===== src/rtl/l1dcache_controller.sv =====
// ---------------------------------------------------------------------------
// l1dcache_controller
//
// Control FSM and metadata store for a 2-way, write-back, write-allocate L1
// data cache with 32-byte lines. This block holds the tag, valid, dirty and
// LRU arrays. It sequences single-cycle hits, dirty-victim writeback and line
// allocation over the pmem port. It also drives the data-array write enables
// and the data-source select.
//
// Ports
//   clk, rst        clock (rising edge); asynchronous active-high reset
//   mem_address     CPU byte address: offset [4:0], set [4+S_BITS:5], tag above
//   mem_read        load request, held until mem_resp
//   mem_write       store request, held until mem_resp (wins over mem_read)
//   mem_resp        one-cycle request-complete pulse
//   pmem_read       line fill request, held until pmem_resp
//   pmem_write      line writeback request, held until pmem_resp
//   pmem_address    line address with offset bits zero
//   pmem_resp       pmem transaction complete
//   data_we0/1      per-way data-array write enables
//   data_sel        0 = assembler-merged store line, 1 = line from pmem
//   read_way        way selected onto mem_rdata / pmem_wdata
//
// Optional build macro DCACHE_PERF_CNT_EN adds the saturating 32-bit
// hit_count, miss_count and wb_count outputs.
// ---------------------------------------------------------------------------
module l1dcache_controller #(
    parameter int S_BITS   = 3,
    parameter int OFF_BITS = 5
) (
    input  logic        clk,
    input  logic        rst,
    input  logic [31:0] mem_address,
    input  logic        mem_read,
    input  logic        mem_write,
    output logic        mem_resp,
    output logic        pmem_read,
    output logic        pmem_write,
    output logic [31:0] pmem_address,
    input  logic        pmem_resp,
    output logic        data_we0,
    output logic        data_we1,
    output logic        data_sel,
    output logic        read_way
`ifdef DCACHE_PERF_CNT_EN
    ,
    output logic [31:0] hit_count,
    output logic [31:0] miss_count,
    output logic [31:0] wb_count
`endif
);

    localparam int SETS  = 1 << S_BITS;
    localparam int TAG_W = 32 - OFF_BITS - S_BITS;

    typedef enum logic [1:0] {
        IDLE,
        WRITEBACK,
        ALLOCATE
    } state_t;

    state_t state_q, state_d;

    logic [1:0][SETS-1:0] valid_q, valid_d;
    logic [1:0][SETS-1:0] dirty_q, dirty_d;
    logic [SETS-1:0]      lru_q,   lru_d;
    logic [TAG_W-1:0]     tag_q [2][SETS];
    logic [TAG_W-1:0]     tag_d [2][SETS];

    logic [S_BITS-1:0] addr_set;
    logic [TAG_W-1:0]  addr_tag;
    logic              request;
    logic              is_store;
    logic              hit0, hit1, hit;
    logic              hit_way;
    logic              victim;
    logic [1:0]        data_we;

    // The byte offset only matters to the data path, not to metadata.
    logic unused_offset;
    assign unused_offset = ^mem_address[OFF_BITS-1:0];

    assign addr_set = mem_address[OFF_BITS +: S_BITS];
    assign addr_tag = mem_address[OFF_BITS+S_BITS +: TAG_W];
    assign request  = mem_read | mem_write;
    assign is_store = mem_write;

    assign hit0    = valid_q[0][addr_set] && (tag_q[0][addr_set] == addr_tag);
    assign hit1    = valid_q[1][addr_set] && (tag_q[1][addr_set] == addr_tag);
    assign hit     = hit0 | hit1;
    // At most one way can hit, so way 1's hit alone identifies the way.
    assign hit_way = hit1;
    // The LRU bit names the least recently used way, which is the victim.
    // It is derived from the live address, which the requester holds stable.
    assign victim  = lru_q[addr_set];

    assign data_we0 = data_we[0];
    assign data_we1 = data_we[1];

    // Next-state, metadata update and output decode.
    // NOTE: combinational logic uses blocking '=' with every target given a
    // default first, so no latch is inferred; state flops use '<=' below.
    always_comb begin
        state_d      = state_q;
        valid_d      = valid_q;
        dirty_d      = dirty_q;
        lru_d        = lru_q;
        tag_d        = tag_q;
        mem_resp     = 1'b0;
        pmem_read    = 1'b0;
        pmem_write   = 1'b0;
        pmem_address = 32'h0;
        data_we      = 2'b00;
        data_sel     = 1'b0;
        read_way     = 1'b0;

        case (state_q)
            IDLE: begin
                if (request) begin
                    if (hit) begin
                        mem_resp        = 1'b1;
                        read_way        = hit_way;
                        lru_d[addr_set] = ~hit_way;
                        if (is_store) begin
                            data_we[hit_way]           = 1'b1;
                            dirty_d[hit_way][addr_set] = 1'b1;
                        end
                    end else if (valid_q[victim][addr_set] && dirty_q[victim][addr_set]) begin
                        state_d = WRITEBACK;
                    end else begin
                        state_d = ALLOCATE;
                    end
                end
            end

            WRITEBACK: begin
                pmem_write   = 1'b1;
                pmem_address = {tag_q[victim][addr_set], addr_set, {OFF_BITS{1'b0}}};
                read_way     = victim;
                if (pmem_resp) begin
                    dirty_d[victim][addr_set] = 1'b0;
                    state_d                   = ALLOCATE;
                end
            end

            ALLOCATE: begin
                pmem_read    = 1'b1;
                pmem_address = {addr_tag, addr_set, {OFF_BITS{1'b0}}};
                if (pmem_resp) begin
                    // Install the line; the request, if still held, is then
                    // served as an ordinary hit from IDLE.
                    data_we[victim]           = 1'b1;
                    data_sel                  = 1'b1;
                    tag_d[victim][addr_set]   = addr_tag;
                    valid_d[victim][addr_set] = 1'b1;
                    dirty_d[victim][addr_set] = 1'b0;
                    state_d                   = IDLE;
                end
            end

            default: state_d = IDLE;
        endcase
    end

    always_ff @(posedge clk or posedge rst) begin
        if (rst) begin
            state_q <= IDLE;
            valid_q <= '0;
            dirty_q <= '0;
            lru_q   <= '0;
        end else begin
            state_q <= state_d;
            valid_q <= valid_d;
            dirty_q <= dirty_d;
            lru_q   <= lru_d;
        end
    end

    // NOTE: the tag array is deliberately left out of reset; a cleared valid
    // bit already makes any stale tag unobservable.
    always_ff @(posedge clk) begin
        tag_q <= tag_d;
    end

`ifdef DCACHE_PERF_CNT_EN
    logic [31:0] hit_count_q,  hit_count_d;
    logic [31:0] miss_count_q, miss_count_d;
    logic [31:0] wb_count_q,   wb_count_d;
    logic        hit_inc, miss_inc, wb_inc;

    assign hit_inc  = (state_q == IDLE) && request && hit;
    assign miss_inc = (state_q == IDLE) && request && !hit;
    assign wb_inc   = (state_q == WRITEBACK) && pmem_resp;

    // Saturating increments: a counter holds at all-ones.
    always_comb begin
        hit_count_d  = hit_count_q;
        miss_count_d = miss_count_q;
        wb_count_d   = wb_count_q;
        if (hit_inc  && (hit_count_q  != 32'hFFFF_FFFF)) hit_count_d  = hit_count_q  + 32'd1;
        if (miss_inc && (miss_count_q != 32'hFFFF_FFFF)) miss_count_d = miss_count_q + 32'd1;
        if (wb_inc   && (wb_count_q   != 32'hFFFF_FFFF)) wb_count_d   = wb_count_q   + 32'd1;
    end

    always_ff @(posedge clk or posedge rst) begin
        if (rst) begin
            hit_count_q  <= 32'h0;
            miss_count_q <= 32'h0;
            wb_count_q   <= 32'h0;
        end else begin
            hit_count_q  <= hit_count_d;
            miss_count_q <= miss_count_d;
            wb_count_q   <= wb_count_d;
        end
    end

    assign hit_count  = hit_count_q;
    assign miss_count = miss_count_q;
    assign wb_count   = wb_count_q;
`endif

endmodule


===== config.mk =====
export PLATFORM = sky130hd
export DESIGN_NAME = l1dcache_controller
export DESIGN_NICKNAME = d
export VERILOG_FILES = /design/src/rtl/l1dcache_controller.sv
export SDC_FILE = /design/constraint.sdc
export NUM_CORES = 1
export LEC_CHECK = 0
export ABC_AREA = 0
export BUFFER_PORTS_ARGS = -buffer_cell sky130_fd_sc_hd__buf_2
export CAP_MARGIN = 20
export CORE_UTILIZATION = 50
export CTS_CLUSTER_SIZE = 28
export DETAILED_ROUTE_END_ITERATION = 10
export PLACE_DENSITY = 0.67
export SETUP_SLACK_MARGIN = 0.3
export SLEW_MARGIN = 20
export SYNTH_ARGS = -nofsm -noshare
export SYNTH_HDL_FRONTEND = slang
export SYNTH_SLANG_ARGS = --single-unit

===== constraint.sdc =====
create_clock -name clk -period 4.4 [get_ports clk]
set_input_delay 0.66 -clock clk [delete_from_list [all_inputs] [get_ports clk]]
set_output_delay 0.66 -clock clk [all_outputs]
set_load 0.01 [all_outputs]

# Word-level counts from Yosys, hierarchy flattened
# Index checks and enable logic that the tools add are counted.
# W data, S select, Z words.
# word_totals
regBits	426
input_bits	37
output_inout_bits	39
elab_cells	136
# classes
order_cmp	10
eq_ne	11
mux	69
bitwise_logic	9
n_reduce_logical	15
# ops
op	n
$mux W192	4
$bwmux W384	1
$bmux W24 S3	3
$demux W192 S1	1
$mux W24	7
$demux W24 S3	1
$mux W16	4
$pmux W32 S2	1
$eq A24 B24 Y1	2
$mux W8	6
$or A16 B16 Y16	2
$pmux W16 S2	1
$mux W2	9
$mux W1	17
$and A16 B16 Y16	1
$demux W8 S1	2
$not A16 Y16	1
$bmux W1 S3	5
$ne A2 B2 Y1 const B	6
$bwmux W8	1
$logic_and A1 B1 Y1	8
$pmux W2 S3	1
$reduce_and A5 Y1	1
$ge A4 B4 Y1 const B	1
other kinds (24)	28

# Longest topological paths before layout
# depth
word_depth	15
ltp_mapped	16
ltp_nobuf	9

# Least setup slack after synthesis
# No wires, ideal clock.
# synth_path
path_kind	input port to flip-flop
from	in mem_address[6]
to	reg tag_q[360] in the netlist's numbering (enable)
setup_time_ns	0.436
arrival_time_ns	4.367
t_required_ns	3.964
setup_slack_ns	-0.403
path_stages	10
n_path_buf	5
path_cell_list	buf_2 > buf_2 > buf_2 > buf_2 > nand3b_1 > o211ai_1 > a32oi_1 > buf_2 > nand2_1 > nor3_1
# synth_lines
item	line_no	rtl
start, declared	33	input logic [31:0] mem_address,
end signal, assigned	182	tag_q <= tag_d;
end, declared	67	logic [TAG_W-1:0] tag_q [2][SETS];

# Worst setup path after layout
# layout_path
from	in mem_address[7]
to	out mem_resp
# layout_between
elab_chain_cells	10
elab_cells_between_ends	19
cone_classes	2 x eq/ne; 13 x mux; 2 x bitwise; 2 x reduce/logical
# layout_rtl
item	line_no	rtl
$not A3 Y4 (implied by the code)	88, 89	
$bmux W24 S3, on equally long branches	88, 89	
$mux W24, on equally long branches (2 in a row)	88, 89	
$eq A24 B24 Y1, on equally long branches	88, 89	
$logic_and A1 B1 Y1, on equally long branches	88, 89	
$or A1 B1 Y1 (*)	90	assign hit = hit0 | hit1;
$mux W1 (*)	120	if (hit) begin
$mux W1 (*)	119	if (request) begin
$mux W1 (*)	117	case (state_q)
end, declared	36	output logic mem_resp,
# Every way passes the cells marked *; elsewhere a longest branch is shown, timed or not. The select of a mux whose other input is x is not followed.

==> impl_metrics.json <==
{
  "status": "finished, final reports clean",
  "synthTopCellsByCount": "edfxtp_1, mux2_2, mux2i_1",
  "p_per_area_mw_per_mm2": 452,
  "syn_inst": 1253,
  "fmax_mhz": 250,
  "antenna_left": 0,
  "cts_buffers": 44,
  "root_buffer": "clkbuf_16",
  "synth_edf_count": 384,
  "nFillCells": 2825,
  "wl_um": 53500,
  "drt-initial-drc-count": 1336,
  "placementRows": 70,
  "synthArstFlopShare": 0.0986,
  "worstSetupPathType": "in2out",
  "grt-ovfl-total": 0,
  "die_height_um": 197,
  "cts_buffer_depth": 3,
  "grt_max_degree": 43,
  "setup_violations": 0,
  "slew_violations": 0,
  "yosysSeqAreaShare": 0.663,
  "grt_usage": 0.278,
  "final.setup_skew_ns": 0.00859,
  "clk_latency_ns": 0.56,
  "crit_required_ns": 3.74,
  "synth_cell_types": 72,
  "yosysWarnings": 0,
  "multi_input_area_mm2": 0.00608,
  "finalCritPeriodShare": 0.907,
  "synth.area.top_cells": "edfxtp_1, dfrtp_1, mux2_2",
  "avgSynthCellArea_um2": 15.1,
  "syn-cell-area_mm2": 0.0190,
  "worstPathCellList": "buf_2, nand2b_1, buf_4, o22ai_1, o21ai_0, o211ai_1, nor4b_2, nand4_1, buf_4, a21oi_4, buf_2",
  "relSlewSlack": 0.302,
  "p_leak_nw": 7.83,
  "cp-end-kind": "output pin",
  "regArea_mm2": 0.0126,
  "final.min_clock_period_ns": 3.99,
  "cp_top_family": "buffers and inverters",
  "cp-start-kind": "input pin",
  "cpPeakStageDelay_ns": 0.34,
  "place_congestion": 0.976,
  "area_growth_pct": 17.3,
  "clkSinkCount": 426,
  "die-area_mm2": 0.0387,
  "cts.clk_slew.worst_paths_ns": 0.06,
  "cts_tree": "yes",
  "grt_pass1_vias": 12000,
  "synth_most_common_cell": "edfxtp_1",
  "critPathMaxFanout": 15,
  "core_area_mm2": 0.0370,
  "grt_pass1_wl_um": 77900,
  "utilization": 0.602,
  "nets": 1455,
  "h-tree-depth": 2,
  "initial_core_util": 0.513,
  "stdcell_count": 1952,
  "wire_per_inst_um": 27.4,
  "path_buf_inv": 4,
  "worst_slew_pin_slew_ns": 1.05,
  "ctsHoldBuffers": 0,
  "drive_above_1_share": 0.277,
  "die_w_um": 197,
  "antenna_found_initial": 1,
  "yosys.area.top_type_share": 0.608,
  "power.total_mw": 10.1,
  "dp_cells": 1867,
  "num_vias": 12300,
  "drc_errors": 0,
  "yosysTopAreaCell": "edfxtp_1",
  "dp_hpwl_um": 34700,
  "io_buffers": 65,
  "cp_slowest_cell": "o21ai_0",
  "ios": 76,
  "via_per_inst": 6.30,
  "finalHoldViolations": 0,
  "synth_top_flop_cell": "edfxtp_1",
  "hold_path.class": "in2async",
  "rsz0062_at_grt": "false",
  "cap_violations": 0,
  "synth_seq_cells": 426,
  "firstDrtPassIters": 7,
  "peakVddDrop_uv": 445,
  "arrival_ns": 3.33
}
[where the power goes]
group          total (mW)  leakage, nW  internal, mW  switching (mW)
clock network        3.58        0.667          2.05            1.53
registers            4.67         3.94          4.56           0.105
logic                1.81         3.22         0.699            1.11
total                10.1         7.83          7.31            2.74
[flip-flops by register name, indices dropped and copies added (netlist names)]
| name | flops |
|---|---|
| dirty_q | 16 |
| lru_q | 8 |
| state_q | 2 |
| tag_q | 384 |
| valid_q | 16 |
[repair_timing]
action,CTS,global route
resized for setup,7,10
hold endpoints to repair,0,0
cloned,0,2
buffers inserted,1,2
setup endpoints to repair,4,6
pin swaps,2,5
[layout make-up]
type | instances | area share
repair buffers | 180 | 0.0664
well taps | 504 | 0.0284
inverters | 25 | 0.00422
diodes | 1 | 0.000113
clock inverters | 24 | 0.00934
flip-flops and latches | 426 | 0.566
clock buffers | 55 | 0.0523
multi-input cells | 737 | 0.274
[path summary, 6_finish.rpt]
check | start | end | slack, ns | cells after the start
hold reg to reg | dirty_q[2]$_DFFE_PP0P_ | dirty_q[2]$_DFFE_PP0P_ | 0.50 | 1
setup / recovery | mem_address[7] | mem_resp | 0.41 | 11
setup reg to reg | tag_q[13]$_DFFE_PP_ | dirty_q[1]$_DFFE_PP0P_ | 1.03 | 13
min in group clk | dirty_q[2]$_DFFE_PP0P_ | dirty_q[2]$_DFFE_PP0P_ | 0.50 | 1
hold / removal | rst | dirty_q[5]$_DFFE_PP0P_ | 0.22 | 3
max in group asynchronous | rst | valid_q[13]$_DFFE_PP0P_ | 3.79 | 3
[layout by cell type (no fill, tap or decap), drive strengths merged, types with 5 or more instances in the layout]
master	n
a211oi	6
a21boi	6
a21o	5
a21oi	15
a22oi	28
a31oi	8
a32oi	13
and2	5
buf	178
clkbuf	57
clkinv	19
conb	5
dfrtp	42
edfxtp	384
inv	25
mux2	104
mux2i	67
mux4	33
nand2	47
nand2b	7
nand3	26
nand3b	10
nand4	21
nor2	51
nor2b	23
nor3	17
nor4	7
o211ai	14
o21a	9
o21ai	54
o22ai	49
or2	19
or3	19
xnor2	11
xor2	5
[logic make-up after synthesis]
logic type | share of synthesized area
xor+xnor | 0.00739
simple gates | 0.0774
mux | 0.137
compound gates | 0.0850
buf+inv | 0.0270
flops | 0.663
fa+ha+maj | 0.00264
other cells | 0.000198
[through the flow]
step	TNS (ns)	worst slack [ns]	area [um^2]	hold WS [ns]
after CTS	0	0.323	22100	0.238
after detailed placement	0	0.135	20700	0.476
after global routing	0	0.302	22200	0.274
after global placement	0	0.0884	20700	0.477
final	0	0.408	22200	0.222
after floorplan	-20.04	-0.403	19000	0.455
[per-layer routing]
layer  wire length [um]  global-route usage  vias up
met5                  0                   0        -
met4               1890              0.0976        0
met3               4660              0.0465      117
met2              25000               0.440      657
met1              21900               0.390     6225
li1                   -                   -     5301
[worst reg2reg max path: stages, from the launching register on]
cell and delay (ns):
edfxtp_1 0.36, mux4_2 0.52, mux2i_1 0.22, xor2_1 0.18
buf_4 0.16, nand3_1 0.09, nor4_2 0.36, nand4_1 0.14
buf_4 0.18, buf_4 0.12, buf_4 0.12, a21oi_1 0.24
o21a_1 0.38, o21ai_0 0.16
Note: power is estimated with default switching activity, not from simulation.
